==> src/rtl/tof_frame_reader_if.sv <==
// I2C burst-read channel between the frame reader (master modport) and the
// shared I2C master controller (slave modport).
interface tof_frame_reader_if #(
   parameter int unsigned SID_W = 2
);
   logic             i2c_req;
   logic [SID_W-1:0] i2c_sensor_sel;
   logic [15:0]      register_address;
   logic [16:0]      nb_of_bytes;
   logic             is_read;
   logic             i2c_rvalid;
   logic [7:0]       i2c_data_in;
   logic             i2c_done;
   logic             error_in;

   modport master (
      output i2c_req, i2c_sensor_sel, register_address, nb_of_bytes, is_read,
      input  i2c_rvalid, i2c_data_in, i2c_done, error_in
   );

   modport slave (
      input  i2c_req, i2c_sensor_sel, register_address, nb_of_bytes, is_read,
      output i2c_rvalid, i2c_data_in, i2c_done, error_in
   );
endinterface

==> src/rtl/tof_frame_reader.sv <==
// Multi-sensor ToF frame acquisition engine: synchronises sensor interrupts,
// arbitrates pending frames round-robin, issues one burst read per frame and
// streams tagged per-zone distance words with header/footer stripped.
module tof_frame_reader #(
   parameter int unsigned N_SENSORS      = 4,
   parameter int unsigned GRID           = 8,
   parameter int unsigned HEADER_BYTES   = 28,
   parameter int unsigned FOOTER_BYTES   = 24,
   parameter int unsigned BYTES_PER_ZONE = 2,
   parameter logic [15:0] DATA_REG_ADDR  = 16'h0000,
   localparam int unsigned SID_W = (N_SENSORS > 1) ? $clog2(N_SENSORS) : 1,
   localparam int unsigned ZONES = GRID * GRID,
   localparam int unsigned ZW    = $clog2(ZONES)
) (
   input  logic                 clk,
   input  logic                 reset,
   input  logic                 enable,
   input  logic [N_SENSORS-1:0] int_mask,
   input  logic [N_SENSORS-1:0] ToF_INT,
   tof_frame_reader_if.master   i2c,
   output logic [15:0]          distance_data,
   output logic [ZW-1:0]        zone_index,
   output logic [SID_W-1:0]     sensor_index,
   output logic                 data_ready,
   output logic                 frame_done,
   output logic                 frame_error,
   output logic                 overrun,
   output logic                 busy
);

   localparam int unsigned ZONE_BYTES  = ZONES * BYTES_PER_ZONE;
   localparam int unsigned FRAME_BYTES = HEADER_BYTES + ZONE_BYTES + FOOTER_BYTES;
   localparam logic [16:0] HDR_C       = 17'(HEADER_BYTES);
   localparam logic [16:0] ZEND_C      = 17'(HEADER_BYTES + ZONE_BYTES);
   localparam logic [16:0] FRAME_C     = 17'(FRAME_BYTES);
   localparam logic        HDR_ODD     = 1'(HEADER_BYTES % 2);
   localparam logic [ZW-1:0] LAST_ZONE = ZW'(ZONES - 1);

   typedef enum logic [1:0] {StIdle, StSelect, StStream, StFinish} state_e;

   state_e               state_q, state_d;
   logic [N_SENSORS-1:0] sync1_q, sync2_q, sync3_q, edge_q;
   logic [N_SENSORS-1:0] pending_q, pending_d, in_flight;
   logic                 overrun_d;
   logic [SID_W-1:0]     rr_q, cur_q, sel_idx, cand;
   logic                 sel_found;
   logic [16:0]          byte_cnt_q;
   logic [ZW-1:0]        zone_cnt_q;
   logic [7:0]           hi_q;
   logic                 err_q;

   // Interrupt synchroniser plus registered rising-edge detect.
   always_ff @(posedge clk or posedge reset) begin
      if (reset) begin
         sync1_q <= '0;
         sync2_q <= '0;
         sync3_q <= '0;
         edge_q  <= '0;
      end else begin
         sync1_q <= ToF_INT;
         sync2_q <= sync1_q;
         sync3_q <= sync2_q;
         edge_q  <= sync2_q & ~sync3_q;
      end
   end

   // Round-robin pick: first pending sensor after rr_q, wrapping.
   always_comb begin
      sel_found = 1'b0;
      sel_idx   = '0;
      cand      = '0;
      for (int k = 1; k <= int'(N_SENSORS); k++) begin
         cand = SID_W'((int'(rr_q) + k) % int'(N_SENSORS));
         if (!sel_found && pending_q[cand]) begin
            sel_found = 1'b1;
            sel_idx   = cand;
         end
      end
   end

   // Pending-bit update; an edge on a busy/pending sensor still re-arms it
   // so the sensor is served again after the current frame.
   always_comb begin
      in_flight = '0;
      pending_d = pending_q;
      for (int i = 0; i < int'(N_SENSORS); i++) begin
         if (state_q == StStream && cur_q == SID_W'(i)) in_flight[i] = 1'b1;
         if (state_q == StSelect && sel_found && sel_idx == SID_W'(i)) pending_d[i] = 1'b0;
      end
      pending_d = (pending_d | edge_q) & int_mask;
      overrun_d = |(edge_q & int_mask & (pending_q | in_flight));
   end

   // Arbitration state: pending flags, round-robin pointer, overrun strobe.
   always_ff @(posedge clk or posedge reset) begin
      if (reset) begin
         pending_q <= '0;
         rr_q      <= SID_W'(N_SENSORS - 1);
         cur_q     <= '0;
         overrun   <= 1'b0;
      end else begin
         pending_q <= pending_d;
         overrun   <= overrun_d;
         if (state_q == StSelect && sel_found) begin
            rr_q  <= sel_idx;
            cur_q <= sel_idx;
         end
      end
   end

   // FSM state register.
   always_ff @(posedge clk or posedge reset) begin
      if (reset) state_q <= StIdle;
      else       state_q <= state_d;
   end

   // FSM next-state logic; error and done both end the burst via FINISH.
   always_comb begin
      state_d = state_q;
      unique case (state_q)
         StIdle:   if (enable && |pending_q) state_d = StSelect;
         StSelect: state_d = sel_found ? StStream : StIdle;
         StStream: if (i2c.error_in || i2c.i2c_done) state_d = StFinish;
         StFinish: state_d = StIdle;
         default:  state_d = StIdle;
      endcase
   end

   // FSM outputs: burst request while streaming, frame status in FINISH.
   always_comb begin
      i2c.i2c_req          = 1'b0;
      i2c.register_address = '0;
      i2c.nb_of_bytes      = '0;
      i2c.is_read          = 1'b0;
      i2c.i2c_sensor_sel   = cur_q;
      sensor_index         = cur_q;
      frame_done           = 1'b0;
      frame_error          = 1'b0;
      busy                 = (state_q != StIdle);
      unique case (state_q)
         StStream: begin
            i2c.i2c_req          = 1'b1;
            i2c.register_address = DATA_REG_ADDR;
            i2c.nb_of_bytes      = FRAME_C;
            i2c.is_read          = 1'b1;
         end
         StFinish: begin
            if (err_q || byte_cnt_q != FRAME_C) frame_error = 1'b1;
            else                                frame_done  = 1'b1;
         end
         default: ;
      endcase
   end

   // Byte datapath: count bytes, assemble zone words, emit tagged strobes.
   always_ff @(posedge clk or posedge reset) begin
      if (reset) begin
         byte_cnt_q    <= '0;
         zone_cnt_q    <= '0;
         hi_q          <= '0;
         err_q         <= 1'b0;
         data_ready    <= 1'b0;
         distance_data <= '0;
         zone_index    <= '0;
      end else begin
         data_ready <= 1'b0;
         if (state_q == StSelect) begin
            byte_cnt_q <= '0;
            zone_cnt_q <= '0;
            err_q      <= 1'b0;
         end
         if (state_q == StStream) begin
            // Holds error_in of the last streaming cycle for FINISH to report.
            err_q <= i2c.error_in;
            if (i2c.i2c_rvalid && byte_cnt_q < FRAME_C) begin
               byte_cnt_q <= byte_cnt_q + 17'd1;
               if (byte_cnt_q >= HDR_C && byte_cnt_q < ZEND_C) begin
                  // Second byte of a zone when offset from header is odd.
                  if (BYTES_PER_ZONE == 1 || (byte_cnt_q[0] ^ HDR_ODD)) begin
                     data_ready    <= 1'b1;
                     distance_data <= (BYTES_PER_ZONE == 1) ? {8'h00, i2c.i2c_data_in}
                                                            : {hi_q, i2c.i2c_data_in};
                     zone_index    <= zone_cnt_q;
                     if (zone_cnt_q != LAST_ZONE) zone_cnt_q <= zone_cnt_q + ZW'(1);
                  end else begin
                     hi_q <= i2c.i2c_data_in;
                  end
               end
            end
         end
      end
   end

endmodule

==> src/flat_wrapper.sv <==
// flat-port wrapper written by rule: the top's interface ports become plain ports
module tof_frame_reader_flat 
#(
   parameter int unsigned N_SENSORS      = 4,
   parameter int unsigned GRID           = 8,
   parameter int unsigned HEADER_BYTES   = 28,
   parameter int unsigned FOOTER_BYTES   = 24,
   parameter int unsigned BYTES_PER_ZONE = 2,
   parameter logic [15:0] DATA_REG_ADDR  = 16'h0000,
   localparam int unsigned SID_W = (N_SENSORS > 1) ? $clog2(N_SENSORS) : 1,
   localparam int unsigned ZONES = GRID * GRID,
   localparam int unsigned ZW    = $clog2(ZONES)
)
  (clk, reset, enable, int_mask, ToF_INT, distance_data, zone_index, sensor_index, data_ready, frame_done, frame_error, overrun, busy, i2c_i2c_req, i2c_i2c_sensor_sel, i2c_register_address, i2c_nb_of_bytes, i2c_is_read, i2c_i2c_rvalid, i2c_i2c_data_in, i2c_i2c_done, i2c_error_in);
  tof_frame_reader_if #(.SID_W(2)) i2c_i ();
  input  logic clk;
  input  logic reset;
  input  logic enable;
  input  logic [N_SENSORS-1:0] int_mask;
  input  logic [N_SENSORS-1:0] ToF_INT;
  output logic [15:0] distance_data;
  output logic [ZW-1:0] zone_index;
  output logic [SID_W-1:0] sensor_index;
  output logic data_ready;
  output logic frame_done;
  output logic frame_error;
  output logic overrun;
  output logic busy;
  output wire logic [$bits(i2c_i.i2c_req)-1:0] i2c_i2c_req;
  output wire logic [$bits(i2c_i.i2c_sensor_sel)-1:0] i2c_i2c_sensor_sel;
  output wire logic [$bits(i2c_i.register_address)-1:0] i2c_register_address;
  output wire logic [$bits(i2c_i.nb_of_bytes)-1:0] i2c_nb_of_bytes;
  output wire logic [$bits(i2c_i.is_read)-1:0] i2c_is_read;
  input wire logic [$bits(i2c_i.i2c_rvalid)-1:0] i2c_i2c_rvalid;
  input wire logic [$bits(i2c_i.i2c_data_in)-1:0] i2c_i2c_data_in;
  input wire logic [$bits(i2c_i.i2c_done)-1:0] i2c_i2c_done;
  input wire logic [$bits(i2c_i.error_in)-1:0] i2c_error_in;
  assign i2c_i2c_req = i2c_i.i2c_req;
  assign i2c_i2c_sensor_sel = i2c_i.i2c_sensor_sel;
  assign i2c_register_address = i2c_i.register_address;
  assign i2c_nb_of_bytes = i2c_i.nb_of_bytes;
  assign i2c_is_read = i2c_i.is_read;
  assign i2c_i.i2c_rvalid = i2c_i2c_rvalid;
  assign i2c_i.i2c_data_in = i2c_i2c_data_in;
  assign i2c_i.i2c_done = i2c_i2c_done;
  assign i2c_i.error_in = i2c_error_in;
  tof_frame_reader #(.N_SENSORS(N_SENSORS), .GRID(GRID), .HEADER_BYTES(HEADER_BYTES), .FOOTER_BYTES(FOOTER_BYTES), .BYTES_PER_ZONE(BYTES_PER_ZONE), .DATA_REG_ADDR(DATA_REG_ADDR)) u_core (.clk(clk), .reset(reset), .enable(enable), .int_mask(int_mask), .ToF_INT(ToF_INT), .i2c(i2c_i), .distance_data(distance_data), .zone_index(zone_index), .sensor_index(sensor_index), .data_ready(data_ready), .frame_done(frame_done), .frame_error(frame_error), .overrun(overrun), .busy(busy));
endmodule
==> config.mk <==
export PLATFORM = sky130hd
export DESIGN_NAME = tof_frame_reader_flat
export DESIGN_NICKNAME = d
export VERILOG_FILES = /design/src/rtl/tof_frame_reader_if.sv /design/src/rtl/tof_frame_reader.sv /design/src/flat_wrapper.sv
export SDC_FILE = /design/constraint.sdc
export NUM_CORES = 1
export LEC_CHECK = 0
export ABC_AREA = 1
export BUFFER_PORTS_ARGS = -buffer_cell sky130_fd_sc_hd__buf_2
export CAP_MARGIN = 20
export CORE_MARGIN = 3
export CORE_UTILIZATION = 55
export DETAILED_ROUTE_END_ITERATION = 10
export GPL_TIMING_DRIVEN = 0
export PLACE_DENSITY = 0.8
export SLEW_MARGIN = 20
export SYNTH_ARGS = -nofsm -noshare
export SYNTH_HDL_FRONTEND = slang
export SYNTH_SLANG_ARGS = --single-unit
export TNS_END_PERCENT = 1
==> constraint.sdc <==
create_clock -name clk -period 7.75 [get_ports clk]
set_input_delay 1.55 -clock clk [delete_from_list [all_inputs] [get_ports clk]]
set_output_delay 1.55 -clock clk [all_outputs]
set_load 0.05 [all_outputs]
# Word level (Yosys, flattened, before mapping)
# Cells that the tools add are included.
# word_totals
output_inout_bits	66
register_bits	82
input_bits	22
word_cells	129
# classes
addsub	6
mux	49
n_reduce_logical	30
n_bitwise	8
order_cmp	7
eq_ne	13
# ops
op	count
$mux W17	3
$mux W6	6
$lt A17 B8 Y1 const B	2
$mux W1	27
$add A17 B1 Y17 const B	1
$ge A17 B5 Y1 const B	1
$ne A17 B8 Y1 const B	1
$and A4 B4 Y4	4
$logic_and A1 B1 Y1	15
$mux W2	7
$eq A2 B2 Y1 const B	6
$lt A2 B3 Y1 const B	4
$bmux W1 S2	4
$mux W8	1
$or A4 B4 Y4	2
$pmux W2 S4	1
$reduce_and A4 Y1	2
$reduce_or A4 Y1	2
$add A6 B1 Y6 const B	1
$eq A2 B1 Y1 const B	3
$logic_not A2 Y1	3
$ne A6 B6 Y1 const B	1
$add A2 B1 Y2 const B	2
$add A2 B2 Y2 const B	2
other kinds (7)	12

# Depth between registers and ports, before layout
# Gate-level depths: netlist of the first run.
# logic_depth
depth_word	18
ltp_mapped	15

# Least setup slack after synthesis of the first run
# No wires, ideal clock.
# synth_timing
kind	flip-flop to output port
startpoint	register u_core.byte_cnt_q[9]
endpoint	output port frame_done
n_path_buf	0
required_ps	6200
path_slack_ps	4450
arrival_time_ps	1750
stages_incl_launch_ff	10
path_cell_list	dfrtp_1 inv_1 nand2_1 nor2_1 nand2_1 nor2_4 inv_1 nor4_1 inv_1 nor2_1
# synth_between
elab_chain_len	4
# synth_lines
item	line_no	rtl
start: declaration	tof_frame_reader.sv:47	logic [16:0] byte_cnt_q;
start signal: assignment	tof_frame_reader.sv:176	byte_cnt_q <= byte_cnt_q + 17'd1;
$ne A17 B8 Y1	tof_frame_reader.sv:148	if (err_q || byte_cnt_q != FRAME_C) frame_error = 1'b1;
$logic_or A1 B1 Y1	tof_frame_reader.sv:148	
$mux W1	tof_frame_reader.sv:148	
$mux W1	tof_frame_reader.sv:140	unique case (state_q)
end: declaration	flat_wrapper.sv:25	output logic frame_done;
# No other way between the ends.

# Worst setup path in the final report of the first run
# Same ends and word-level chain as after synthesis.

==> results of run 1 <==
==> per-stage QoR <==
step | power, mW | utilization | instance area, um2
after floorplan | 0.8872 | - | 4268
after global placement | 0.9652 | 0.6421 | 4682
after detailed placement | 0.9802 | 0.6462 | 4712
after CTS | 1.257 | 0.6706 | 4890
after global routing | 1.324 | 0.6706 | 4890
final | 1.248 | 0.6706 | 4890
==> how the worst max path moves through the flow <==
stage / from / to / slack, ns / depth (start not counted)
finish: u_core.byte_cnt_q[9] / frame_done / 4.21 / 10
global route: u_core.byte_cnt_q[11] / frame_done / 4.05 / 10
floorplan: reset / async pin / 4.09 / 1
CTS: u_core.byte_cnt_q[9] / frame_done / 4.17 / 10
detailed placement: u_core.byte_cnt_q[9] / frame_done / 4.55 / 10
global placement: reset / u_core.zone_cnt_q[3] / 3.27 / 2
==> registers in the layout (all words and copies together) (netlist names), named ones only <==
register and flops:
u_core.err_q 1, u_core.overrun 1, u_core.rr_q 2, u_core.data_ready 1, u_core.i2c.i2c_sensor_sel 2, u_core.zone_index 6, u_core.hi_q 8, u_core.state_q 1
u_core.edge_q 4, u_core.sync3_q 4, u_core.sync1_q 4, u_core.byte_cnt_q 17, u_core.distance_data 16, u_core.sync2_q 4, u_core.zone_cnt_q 6, u_core.pending_q 4
==> critical path: cells and delay by family, from the launching register on <==
family | cells | cell delay [ns]
AND/OR/NAND/NOR | 6 | 0.81
buffers and inverters | 4 | 0.47
flip-flops | 1 | 0.37
==> synthesized netlist by cell type, types with 2 or more instances <==
master | instances | area (um2)
buf_4 | 36 | 270.3
ha_1 | 6 | 75.07
o21ai_1 | 12 | 60.06
nand2_4 | 11 | 123.9
nand4_1 | 6 | 37.54
inv_1 | 63 | 236.5
o21ai_2 | 6 | 52.55
dfrtp_1 | 80 | 2002
nor2_4 | 3 | 33.78
a21oi_1 | 9 | 45.04
nand3_1 | 26 | 130.1
inv_2 | 5 | 18.77
nor2_1 | 34 | 127.6
xor2_1 | 3 | 26.28
nand2_2 | 11 | 68.82
o21ai_0 | 20 | 100.1
nand3_4 | 2 | 35.03
nand2_1 | 110 | 412.9
nor3_1 | 5 | 25.02
buf_6 | 5 | 56.30
dfstp_2 | 2 | 52.55
inv_4 | 2 | 12.51
==> cell type report <==
cell class,count,share of cell area
tap,99,0.02533
timing repair buffer,59,0.06499
sequential,82,0.4202
multi-input combinational,305,0.3214
inverter,71,0.05706
clock buffer,10,0.02610
clock inverter,6,0.01024
buffer,44,0.07472
==> layer usage <==
layer	up-vias	share of wire
met3	7	0.055
met4	0	0.0091
met1	1485	0.44
met5	-	0
met2	85	0.50
li1	1606	-
==> cell families (layout without fill, tap and decap cells) <==
group | count (synthesis) | in the layout | share of synthesized area
other | 1 | 29 | 0.0009008
DFF | 82 | 82 | 0.4935
buffers and inverters | 115 | 190 | 0.1542
and+or+nand+nor | 214 | 214 | 0.2528
adders and majority gates | 6 | 6 | 0.01803
xor gates and xnor gates | 3 | 3 | 0.006313
AOI/OAI and AO/OA | 53 | 53 | 0.07424
==> power breakdown <==
part           switching (mW)  leakage (nW)  internal (mW)
clock                   0.154        0.0771          0.120
combinational           0.335          1.57          0.145
sequential             0.0293          1.09          0.465
total                   0.518          2.73          0.730
==> results.py, run 1 <==
metrics = {
    "clock_tree": {
        "clockRootBuffer": "clkbuf_8",
        "ctsResizeCount": 0,
        "cts_num_sinks": 82,
        "insertion_delay_ns": 0.34,
        "clock_path_buffers": 2,
        "cts_inserted_buffers": 9,
        "postCtsHoldBufs": 0,
        "htreeDepth": 3,
        "tritoncts": "built",
        "cts_setup_buffers": 0,
        "clkTransAtPathRegs_ns": 0.09,
    },
    "sta": {
        "relSlewSlack": 0.6411,
        "setup_ws_ns": 4.206,
        "fin_setup_tns_ns": 0,
        "timing.hold.ws_ns": 0.3476,
        "rsz0062_at_grt": "no",
        "hold_violations": 0,
        "period_share": 0.4573,
        "timing.final.crit_period_ns": 3.544,
        "skew_ns": 0.01137,
        "setup-violations-final": 0,
        "report.final.slew_viol_count": 0,
        "max_freq_mhz": 282.2,
        "tightest_slew_ns": 0.5384,
    },
    "setup_path": {
        "worstPathRequired_ns": 6.20,
        "r2r-end": "u_core.pending_q[0]",
        "cpMaxStageDelayCell": "dfrtp_1",
        "critPathCaptureType": "output pin",
        "crit_fanout": 3,
        "crit_path_start_kind": "flip-flop",
        "crit_top_cell": "inv_1",
        "reg2regPathDepth": 9,
        "rrSetupSlack_ns": 5.76,
        "path_cells": "inv_1, nand2_1, nor2_1, nand2_1, nor2_4, inv_1, nor4_1, inv_1, nor2_1, buf_2",
        "cpPeakStageDelay_ns": 0.37,
        "worst_ep_arrival_time_ns": 1.99,
        "crit_type": "reg2out",
    },
    "synthesis": {
        "yosysSeqAreaShare": 0.4935,
        "syn_area_um2": 4163,
        "synth_edf_count": 0,
        "async_reset_ff_frac": 1.000,
        "ys_types": 39,
        "yosys_most_used_dff": "dfrtp_1",
        "postSynthAreaPerCell_um2": 8.782,
        "netlist_instances": 474,
        "synth-seq-cells": 82,
        "ys_warn_count": 0,
    },
    "pwr": {
        "vdd_drop_max_mv": 0.1204,
        "power_density_nw_per_um2": 255.2,
        "leakage_nw": 2.731,
    },
    "final_layout": {
        "final_cell_mix": "nand2_1, dfrtp_1, inv_1",
        "syn_to_final_growth_pct": 17.46,
        "layout_commonest_cell": "nand2_1",
        "seqCellArea_um2": 2054,
        "drive_gt1_frac": 0.2894,
        "multiInputGateArea_um2": 1572,
        "stdcell_count": 676,
        "fillCellCount": 615,
        "num-nets-final": 600,
        "diodes": 0,
    },
    "detailed_routing": {
        "vias": 3183,
        "firstDrtPassIters": 4,
        "ant_nets": 0,
        "routed_via_density": 4.709,
        "drt-total-wl_mm": 7.824,
        "avgRoutedWirePerCell_um": 11.57,
        "drc": 0,
        "detail_route.iter0.violations": 212,
    },
    "floorplan": {
        "start_util": 0.5709,
        "die_height_um": 93.00,
        "core_area_um2": 7292,
        "rows": 31,
        "die_w_um": 93.00,
        "dieArea_um2": 8648,
        "ios": 88,
    },
    "place": {
        "dp.cells": 660,
        "pre_cts_ws_ns": 4.545,
        "place_hpwl_mm": 6.016,
        "io_buffers": 58,
        "place_congestion": 0.8645,
    },
    "run_status": {
        "status": "completed",
    },
    "hold_path": {
        "worstHoldPathCells": 0,
        "hp-class": "reg2reg",
        "hp-start": "u_core.sync1_q[1]",
        "min_to": "u_core.sync2_q[1]",
    },
    "global_routing": {
        "met3_usage": 0.03701,
        "grt_usage": 0.1890,
        "met2_usage": 0.3233,
        "grt_max_degree": 49,
        "grt_pass1_vias": 2957,
        "antenna_found_initial": 0,
        "grt_util_met1": 0.2412,
        "grt_remaining_overflow": 0,
        "top_usage_layer": "met2",
        "grt_pass1_wl_mm": 13.08,
    },
    "run": {
        "maxCapViolations": 0,
    },
}
Power figures use the tool's default switching activity.
==> run 2: changes to the inputs <==
CORE_UTILIZATION = 49   (was 55)
PLACE_DENSITY = 0.76   (was 0.8)
clock period = 3.1 ns   (was 7.75 ns; I/O delays follow)
==> results.py, run 2 (synthesis gave the netlist of run 1 again) <==
metrics = {
    "floorplan": {
        "core_area_um2": 7968,
        "die_height_um": 98.17,
        "rows": 32,
        "ios": 88,
        "start_util": 0.5225,
        "die_w_um": 98.17,
        "dieArea_um2": 9637,
    },
    "clock_tree": {
        "clkTransAtPathRegs_ns": 0.09,
        "cts_setup_buffers": 0,
        "tritoncts": "built",
        "cts_num_sinks": 82,
        "postCtsHoldBufs": 0,
        "cts_inserted_buffers": 9,
        "clockRootBuffer": "clkbuf_8",
        "htreeDepth": 3,
        "insertion_delay_ns": 0.35,
        "ctsResizeCount": 0,
        "clock_path_buffers": 2,
    },
    "setup_path": {
        "crit_path_start_kind": "flip-flop",
        "critPathCaptureType": "output pin",
        "rrSetupSlack_ns": 1.07,
        "crit_fanout": 3,
        "cpMaxStageDelayCell": "dfrtp_1",
        "crit_type": "reg2out",
        "crit_top_cell": "inv_1",
        "cp_num_buf_inv": 4,
        "critPathTopFamily": "simple AND/OR/NAND/NOR gates",
        "worstPathRequired_ns": 2.48,
        "cpPeakStageDelay_ns": 0.37,
        "reg2regPathDepth": 9,
        "worst_ep_arrival_time_ns": 2.00,
        "r2r-end": "u_core.pending_q[3]",
        "path_cells": "inv_1, nand2_1, nor2_1, nand2_1, nor2_4, inv_1, nor4_1, inv_1, nor2_1, buf_2",
    },
    "sta": {
        "hold_violations": 0,
        "max_freq_mhz": 381.4,
        "setup-violations-final": 0,
        "timing.final.crit_period_ns": 2.622,
        "report.final.slew_viol_count": 0,
        "period_share": 0.8457,
        "fin_setup_tns_ns": 0,
        "rsz0062_at_grt": "no",
        "skew_ns": 0.01348,
    },
    "global_routing": {
        "grt_usage": 0.1677,
        "top_usage_layer": "met2",
        "grt_util_met1": 0.2165,
        "grt_pass1_vias": 2967,
        "met3_usage": 0.03786,
        "grt_max_degree": 52,
        "grt_remaining_overflow": 0,
        "grt_pass1_wl_mm": 13.41,
        "antenna_found_initial": 0,
        "met2_usage": 0.2864,
    },
    "detailed_routing": {
        "routed_via_density": 4.607,
        "avgRoutedWirePerCell_um": 11.59,
        "firstDrtPassIters": 4,
        "drt-total-wl_mm": 7.868,
        "ant_nets": 0,
        "vias": 3128,
        "drc": 0,
        "detail_route.iter0.violations": 96,
    },
    "final_layout": {
        "drive_gt1_frac": 0.2912,
        "diodes": 0,
        "seqCellArea_um2": 2054,
        "largest_reg_flops": 17,
        "num-nets-final": 600,
        "layout_commonest_cell": "nand2_1",
        "syn_to_final_growth_pct": 18.79,
        "largest_register": "u_core.byte_cnt_q",
        "multiInputGateArea_um2": 1572,
        "fillCellCount": 688,
        "final_cell_mix": "nand2_1, dfrtp_1, inv_1",
        "reg.largest.list": "u_core.byte_cnt_q x17, u_core.distance_data x16, u_core.hi_q x8",
        "fin_area_um2": 4945,
    },
    "place": {
        "place_congestion": 0.8805,
        "place_hpwl_mm": 6.069,
        "io_buffers": 58,
        "placed_cell_area_um2": 4716,
    },
    "hold_path": {
        "hp-class": "in2async",
    },
    "run_status": {
        "status": "completed",
    },
    "pwr": {
        "vdd_drop_max_mv": 0.3134,
        "leakage_nw": 2.767,
        "power_density_nw_per_um2": 668.0,
        "p_total_mw": 3.303,
    },
    "run": {
        "maxCapViolations": 0,
    },
}
[run 2: layout make-up]
class	instances	share of cell area
clock buffer	9	0.02505
sequential	82	0.4155
tap	102	0.02581
clock inverter	7	0.02126
timing repair buffer	59	0.06427
multi-input combinational	305	0.3178
buffer	44	0.07389
inverter	71	0.05643
[run 2: how the worst max path moves through the flow]
stage / end / from / depth (start not counted) / slack [ns]
2_1_floorplan: async pin / reset / 1 / 0.37
3_3_place_gp: u_core.zone_cnt_q[3] / reset / 2 / -0.53
3_5_place_dp: frame_done / u_core.byte_cnt_q[16] / 10 / 0.82
4_1_cts: frame_done / u_core.byte_cnt_q[16] / 10 / 0.42
5_1_grt: frame_done / u_core.byte_cnt_q[16] / 10 / 0.29
6_report: frame_done / u_core.byte_cnt_q[16] / 10 / 0.48
[run 2: through the flow]
stage                     utilization  instances  hold slack (ns)  setup WS, ns
after floorplan                     -        502           0.3312        0.3749
after global placement         0.5881        662           0.3339       -0.5292
after detailed placement       0.5919        663           0.3363        0.8242
after CTS                      0.6206        679           0.2633        0.4229
after global routing           0.6206        679           0.2651        0.2855
final                          0.6206        679           0.2597        0.4783
[run 2: where the power goes]
part / switching [mW] / leakage (nW) / total, mW / internal, mW
clock network: 0.408 / 0.113 / 0.875 / 0.468
registers: 0.0738 / 1.09 / 1.24 / 1.16
logic: 0.828 / 1.57 / 1.19 / 0.363
[run 2: layer usage]
layer	vias up	share of wire
li1	1601	-
met1	1437	0.44
met2	82	0.49
met3	8	0.061
met4	0	0.0092
met5	-	0
